==> config.mk <==
export PLATFORM = sky130hd
export DESIGN_NAME = alu_issue_flat
export DESIGN_NICKNAME = d
export VERILOG_FILES = /design/src/rtl/alu_issue_if.sv /design/src/rtl/alu_issue.sv /design/src/flat_wrapper.sv
export SDC_FILE = /design/constraint.sdc
export NUM_CORES = 1
export LEC_CHECK = 0
export CORE_UTILIZATION = 43
export CTS_BUF_LIST = sky130_fd_sc_hd__clkbuf_4 sky130_fd_sc_hd__clkbuf_8
export DETAILED_ROUTE_END_ITERATION = 10
export SYNTH_ARGS = -nofsm -noshare
export SYNTH_HDL_FRONTEND = slang
export SYNTH_SLANG_ARGS = --single-unit
==> constraint.sdc <==
create_clock -name clk -period 12.91 [get_ports clk]
set_clock_uncertainty 0.2 [all_clocks]
set_input_delay 2.582 -clock clk [delete_from_list [all_inputs] [get_ports clk]]
set_output_delay 2.582 -clock clk [all_outputs]
set_load 0.005 [all_outputs]
==> src/rtl/alu_issue_if.sv <==
// alu_issue instruction handshake and ALU-side bus.
// The master side issues instructions and provides the ALU result.
interface alu_issue_if;
  logic        instr_valid;
  logic [15:0] instr;
  logic        instr_ready;
  logic [3:0]  alu_opcode;
  logic        alu_ar_flag;
  logic [15:0] alu_src1;
  logic [15:0] alu_src2;
  logic        alu_out_en;
  logic [15:0] alu_result;

  modport master (
    output instr_valid,
    output instr,
    output alu_result,
    input  instr_ready,
    input  alu_opcode,
    input  alu_ar_flag,
    input  alu_src1,
    input  alu_src2,
    input  alu_out_en
  );

  modport slave (
    input  instr_valid,
    input  instr,
    input  alu_result,
    output instr_ready,
    output alu_opcode,
    output alu_ar_flag,
    output alu_src1,
    output alu_src2,
    output alu_out_en
  );
endinterface

==> src/rtl/alu_issue.sv <==
// tiny16 issue/writeback stage in front of the ALU.
// Three-cycle IDLE/READ/EXEC sequence per instruction.
module alu_issue (
  input  logic        clk,
  input  logic        rst,
  alu_issue_if.slave  bus,
  output logic        div0,
  output logic [15:0] retired,
  input  logic [3:0]  dbg_addr,
  output logic [15:0] dbg_data
);

  typedef enum logic [1:0] {
    IDLE,
    READ,
    EXEC
  } state_t;

  state_t state;
  state_t state_nx;

  logic [15:0] ir;
  logic [15:0] rf [16];

  logic [3:0]  op;
  logic [3:0]  rd;
  logic [3:0]  rs;
  logic [3:0]  rt;
  logic [15:0] rs_val;
  logic [15:0] rt_val;
  logic [15:0] imm;

  logic        is_alu;
  logic        is_cmp;
  logic        is_ldi;
  logic        is_mov;
  logic        is_div;
  logic        dz;

  logic [3:0]  opc_nx;
  logic        ar_nx;
  logic [3:0]  opc_q;
  logic        ar_q;
  logic [15:0] src1_q;
  logic [15:0] src2_q;

  logic        out_en;
  logic        we;
  logic [15:0] wdata;

  assign op = ir[15:12];
  assign rd = ir[11:8];
  assign rs = ir[7:4];
  assign rt = ir[3:0];
  assign imm = {{8{ir[7]}}, ir[7:0]};

  assign rs_val = (rs == 4'd0) ? '0 : rf[rs];
  assign rt_val = (rt == 4'd0) ? '0 : rf[rt];

  // ALU ops span ADD..SHR plus the two arithmetic shifts
  assign is_alu = (op >= 4'h3) && (op <= 4'hD);
  assign is_cmp = (op == 4'hE);
  assign is_ldi = (op == 4'h1);
  assign is_mov = (op == 4'h2);
  assign is_div = (op == 4'h6);

  always_comb begin
    opc_nx = '0;
    ar_nx  = 1'b0;
    unique case (1'b1)
      (op >= 4'h3 && op <= 4'hB): opc_nx = op;
      (op == 4'hC): begin
        opc_nx = 4'hA;
        ar_nx  = 1'b1;
      end
      (op == 4'hD): begin
        opc_nx = 4'hB;
        ar_nx  = 1'b1;
      end
      is_cmp: opc_nx = 4'h4;
      default: ;
    endcase
  end

  always_comb begin
    state_nx = state;
    out_en   = 1'b0;
    we       = 1'b0;
    wdata    = bus.alu_result;
    unique case (state)
      IDLE: begin
        if (bus.instr_valid) state_nx = READ;
      end
      READ: state_nx = EXEC;
      EXEC: begin
        state_nx = IDLE;
        if ((is_alu || is_cmp) && !dz) out_en = 1'b1;
        if (is_alu && !dz) we = 1'b1;
        if (is_ldi) begin
          we    = 1'b1;
          wdata = imm;
        end
        if (is_mov) begin
          we    = 1'b1;
          wdata = src1_q;
        end
      end
      default: state_nx = IDLE;
    endcase
  end

  always_ff @(posedge clk or posedge rst) begin
    if (rst) begin
      state   <= IDLE;
      ir      <= '0;
      opc_q   <= '0;
      ar_q    <= 1'b0;
      src1_q  <= '0;
      src2_q  <= '0;
      dz      <= 1'b0;
      div0    <= 1'b0;
      retired <= '0;
    end else begin
      state <= state_nx;
      if (state == IDLE && bus.instr_valid) ir <= bus.instr;
      if (state == READ) begin
        src1_q <= rs_val;
        src2_q <= rt_val;
        opc_q  <= opc_nx;
        ar_q   <= ar_nx;
        dz     <= is_div && (rt_val == 16'd0);
      end
      if (state == EXEC) begin
        retired <= retired + 16'd1;
        if (dz) div0 <= 1'b1;
      end
    end
  end

  // r0 is never written, so it stays at its reset value of zero
  always_ff @(posedge clk or posedge rst) begin
    if (rst) begin
      for (int i = 0; i < 16; i++) rf[i] <= '0;
    end else if (we && rd != 4'd0) begin
      rf[rd] <= wdata;
    end
  end

  assign bus.instr_ready = (state == IDLE);
  assign bus.alu_opcode  = opc_q;
  assign bus.alu_ar_flag = ar_q;
  assign bus.alu_src1    = src1_q;
  assign bus.alu_src2    = src2_q;
  assign bus.alu_out_en  = out_en;

  assign dbg_data = (dbg_addr == 4'd0) ? '0 : rf[dbg_addr];

endmodule

==> src/flat_wrapper.sv <==
// flat-port wrapper written by rule: the top's interface ports become plain ports
module alu_issue_flat 
  (clk, rst, div0, retired, dbg_addr, dbg_data, bus_instr_valid, bus_instr, bus_alu_result, bus_instr_ready, bus_alu_opcode, bus_alu_ar_flag, bus_alu_src1, bus_alu_src2, bus_alu_out_en);
  alu_issue_if bus_i ();
  input  logic clk;
  input  logic rst;
  output logic div0;
  output logic [15:0] retired;
  input  logic [3:0] dbg_addr;
  output logic [15:0] dbg_data;
  input wire logic [$bits(bus_i.instr_valid)-1:0] bus_instr_valid;
  input wire logic [$bits(bus_i.instr)-1:0] bus_instr;
  input wire logic [$bits(bus_i.alu_result)-1:0] bus_alu_result;
  output wire logic [$bits(bus_i.instr_ready)-1:0] bus_instr_ready;
  output wire logic [$bits(bus_i.alu_opcode)-1:0] bus_alu_opcode;
  output wire logic [$bits(bus_i.alu_ar_flag)-1:0] bus_alu_ar_flag;
  output wire logic [$bits(bus_i.alu_src1)-1:0] bus_alu_src1;
  output wire logic [$bits(bus_i.alu_src2)-1:0] bus_alu_src2;
  output wire logic [$bits(bus_i.alu_out_en)-1:0] bus_alu_out_en;
  assign bus_i.instr_valid = bus_instr_valid;
  assign bus_i.instr = bus_instr;
  assign bus_i.alu_result = bus_alu_result;
  assign bus_instr_ready = bus_i.instr_ready;
  assign bus_alu_opcode = bus_i.alu_opcode;
  assign bus_alu_ar_flag = bus_i.alu_ar_flag;
  assign bus_alu_src1 = bus_i.alu_src1;
  assign bus_alu_src2 = bus_i.alu_src2;
  assign bus_alu_out_en = bus_i.alu_out_en;
  alu_issue u_core (.clk(clk), .rst(rst), .bus(bus_i), .div0(div0), .retired(retired), .dbg_addr(dbg_addr), .dbg_data(dbg_data));
endmodule
==> results_dict.tcl <==
set metrics [dict create \
    outcome "finished clean" \
    grt_pass1_wl_um 84600 \
    coreArea_um2 41900 \
    path_class "input pin to output pin" \
    period_minus_slack_ns 8.34 \
    ys_async_sr_fraction_pct 100 \
    worstPathRequired_ns 10.13 \
    antenna_found_initial 1 \
    crit_start "dbg_addr[0]" \
    rsz0062_at_grt "no" \
    cp_max_fo 52 \
    fin_nets 1593 \
    syn_inst 1505 \
    powerDensity_nw_per_um2 234 \
    drv_slew 0 \
    wirelength_um 54900 \
    hpwl_um 33600 \
    drt_first_pass_iters 5 \
    cp-start-kind "input pin" \
    p_seq_share_pct 40.4 \
    syn_avg_cell_area_um2 12.1 \
    dieArea_um2 43200 \
    ant_nets 0 \
    holdBufCountCts 0 \
    p_int_w 0.00315 \
    via_count 13300 \
    cts_tree "done" \
    swShare_pct 35.3 \
    port_buffers 110 \
    final_util_pct 49.7 \
    hold_violations 0 \
    numClockSinks 329 \
    drtIter0Drc 1395 \
    post-route-period-util_pct 64.6 \
    synthMuxAreaShare_pct 30.6 \
    clk_latency_ns 0.63 \
    cp_cell_sequence "buf_4 > buf_4 > mux4_2 > mux4_2 > nor2b_1 > clkdlybuf4s50_1" \
    maxCapViolations 0 \
    drc 0 \
    worstHoldStart "u_core.rf[254]" \
    final_cell_mix "dfrtp_1, nand2_1, mux4_2" \
    clk_pin_slew_ns 0.07 \
    cts.repair.resized 0 \
    synth_simple_gate_area_share_pct 9.75 \
    yosysTopAreaCell "dfrtp_1" \
    rows 75 \
    die_h_um 208 \
    first_global_vias 13200 \
    synth_fp_nets 1545 \
    max_clock_freq_mhz 120 \
    maxSlewHeadroom_pct 23.8 \
    cts_buffers 54 \
    synth_top_family_by_area "multiplexers" \
    cpPeakStageDelay_ns 0.84 \
    worst_pin_slew_ns 1.14 \
    gp_congestion 0.838 \
    drive_above_1_share_pct 28.3 \
    hold_ws_ns 0.198 \
    synth_xor_area_share_pct 0.721 \
    diodes 0 \
    synth_area_leaders "dfrtp_1, mux4_2, mux2_2" \
    wl_per_cell_um 25.7 \
    synth_seq_area_share_pct 45.2 \
    start_util_pct 43.5 \
    clkPwrFrac_pct 20.8 \
    grtUsageTotal_pct 26.0 \
    area_growth_pct 14.2 \
    mostFrequentLayoutCell "dfrtp_1" \
    power_frac_comb_pct 38.8 \
    end_kind "output pin" \
    synth-compound-area-share_pct 9.33 \
    hp-class "flop to flop" \
    synth_seq_cells 329 \
    root_buffer "clkbuf_8" \
    synth_top_area_share_pct 45.2 \
    ioPinCount 111 \
    die_w_um 208 \
    syn_area_um2 18200 \
    p_leak_nw 8.48 \
    synth_cell_types 47 \
    setup-violations-final 0 \
    cts.path.max_buffers 3 \
    synth_edf_count 0 \
    arrival_ns 5.55 \
    ys.flop_type "dfrtp_1" \
    cts_htree_levels 2 \
    grt-ovfl-total 0 \
    grt_start_max_net_pins 170 \
    avgViaCountPerCell 6.23 \
    final.setup.tns_ns 0 \
    cts_setup_buffers 0 \
    synth_fa_ha_area_share_pct 0.0687 \
    ir_drop_v 0.0000958 \
    p_sw_w 0.00172 \
    yosysWarnings 0 \
    cpMaxStageDelayCell "buf_4" \
    r2r-start "u_core.ir[0]" \
]
sequential cells by signal (all words and copies together) (netlist names):
register / count
u_core.bus.alu_ar_flag: 1
u_core.bus.alu_opcode: 4
u_core.bus.alu_src1: 16
u_core.bus.alu_src2: 16
u_core.div0: 1
u_core.dz: 1
u_core.ir: 16
u_core.retired: 16
u_core.rf: 256
u_core.state: 2
per-layer routing:
layer	routed length, µm	track usage [%]
met1	22700	36.5
met2	25400	40.1
met3	4900	5.67
met4	1870	9.14
met5	0	0
Yosys cell counts (2+ instances only):
| cell type | number |
|---|---|
| buf_2 | 49 |
| nand4_1 | 10 |
| o21ai_1 | 30 |
| a21oi_1 | 66 |
| a21o_1 | 3 |
| buf_6 | 10 |
| nand2_1 | 210 |
| nand4b_1 | 3 |
| buf_4 | 5 |
| and4_1 | 2 |
| xnor2_1 | 13 |
| nand2b_1 | 5 |
| o41ai_1 | 2 |
| o31ai_1 | 3 |
| nor3_2 | 3 |
| or4_1 | 11 |
| and2_1 | 2 |
| a221oi_1 | 15 |
| mux2i_1 | 3 |
| dfrtp_1 | 329 |
| o22ai_1 | 13 |
| a21oi_2 | 10 |
| nor3b_2 | 4 |
| nor2_1 | 101 |
| nor3_1 | 8 |
| nor2b_1 | 20 |
| xor2_1 | 2 |
| buf_1 | 9 |
| nand3_1 | 6 |
| or3_1 | 4 |
| nand3_2 | 2 |
| mux2_2 | 76 |
| and3_1 | 3 |
| mux4_2 | 208 |
| clkbuf_1 | 76 |
| inv_1 | 19 |
| o21a_1 | 8 |
| o21ai_0 | 153 |
logic make-up (layout without fill, tap and decap cells):
| kind of cell | Yosys count | count (layout) |
|---|---|---|
| buf+inv | 169 | 262 |
| simple gates | 399 | 399 |
| mux | 287 | 287 |
| flops | 329 | 329 |
| fa+ha+maj | 1 | 1 |
| xor+xnor | 15 | 15 |
| compound gates | 305 | 305 |
power by group through the flow:
stage	Sequential, W	Combinational, W	Clock, W
final	0.00197	0.00189	0.00101
after global routing	0.00203	0.00204	0.00108
after CTS	0.00195	0.00188	0.00103
after detailed placement	0.00197	0.00187	0
after global placement	0.00195	0.00183	0
after floorplan	0.00178	0.00137	0
critical path, delay by kind of cell:
| kind | cells | cell delay [ns] |
|---|---|---|
| buffers and inverters | 3 | 1.55 |
| and+or+nand+nor | 1 | 0.17 |
| muxes | 2 | 1.15 |
final timing paths:
path	endpoint	slack, ns	cells past startpoint
max	dbg_data[12]	4.57	6
min	u_core.rf[254]	0.20	0
max reg2reg	u_core.dz	9.31	6
min reg2reg	u_core.rf[254]	0.20	0
max in group asynchronous	u_core.rf[175]	7.94	4
min in group asynchronous	u_core.retired[11]	2.24	2
per-stage QoR:
step,instances,total power (W),setup slack [ns],area [µm²]
finish,2137,0.00486,4.57,20800
CTS,2137,0.00486,4.50,20800
floorplan,1505,0.00315,1.02,18200
detailed placement,2036,0.00384,4.49,19600
global route,2137,0.00515,4.37,20800
global placement,2036,0.00378,4.56,19600
cell type report:
class                   instances  area (µm²)
clock buffers                  87        1090
clock inverters                14         120
fillers                      3667       21100
inverters                      20        82.6
multi-input cells            1007        9250
flip-flops and latches        329        8240
well taps                     539         674
repair buffers                141        1340
No activity file was read; power rests on OpenSTA's default activity.
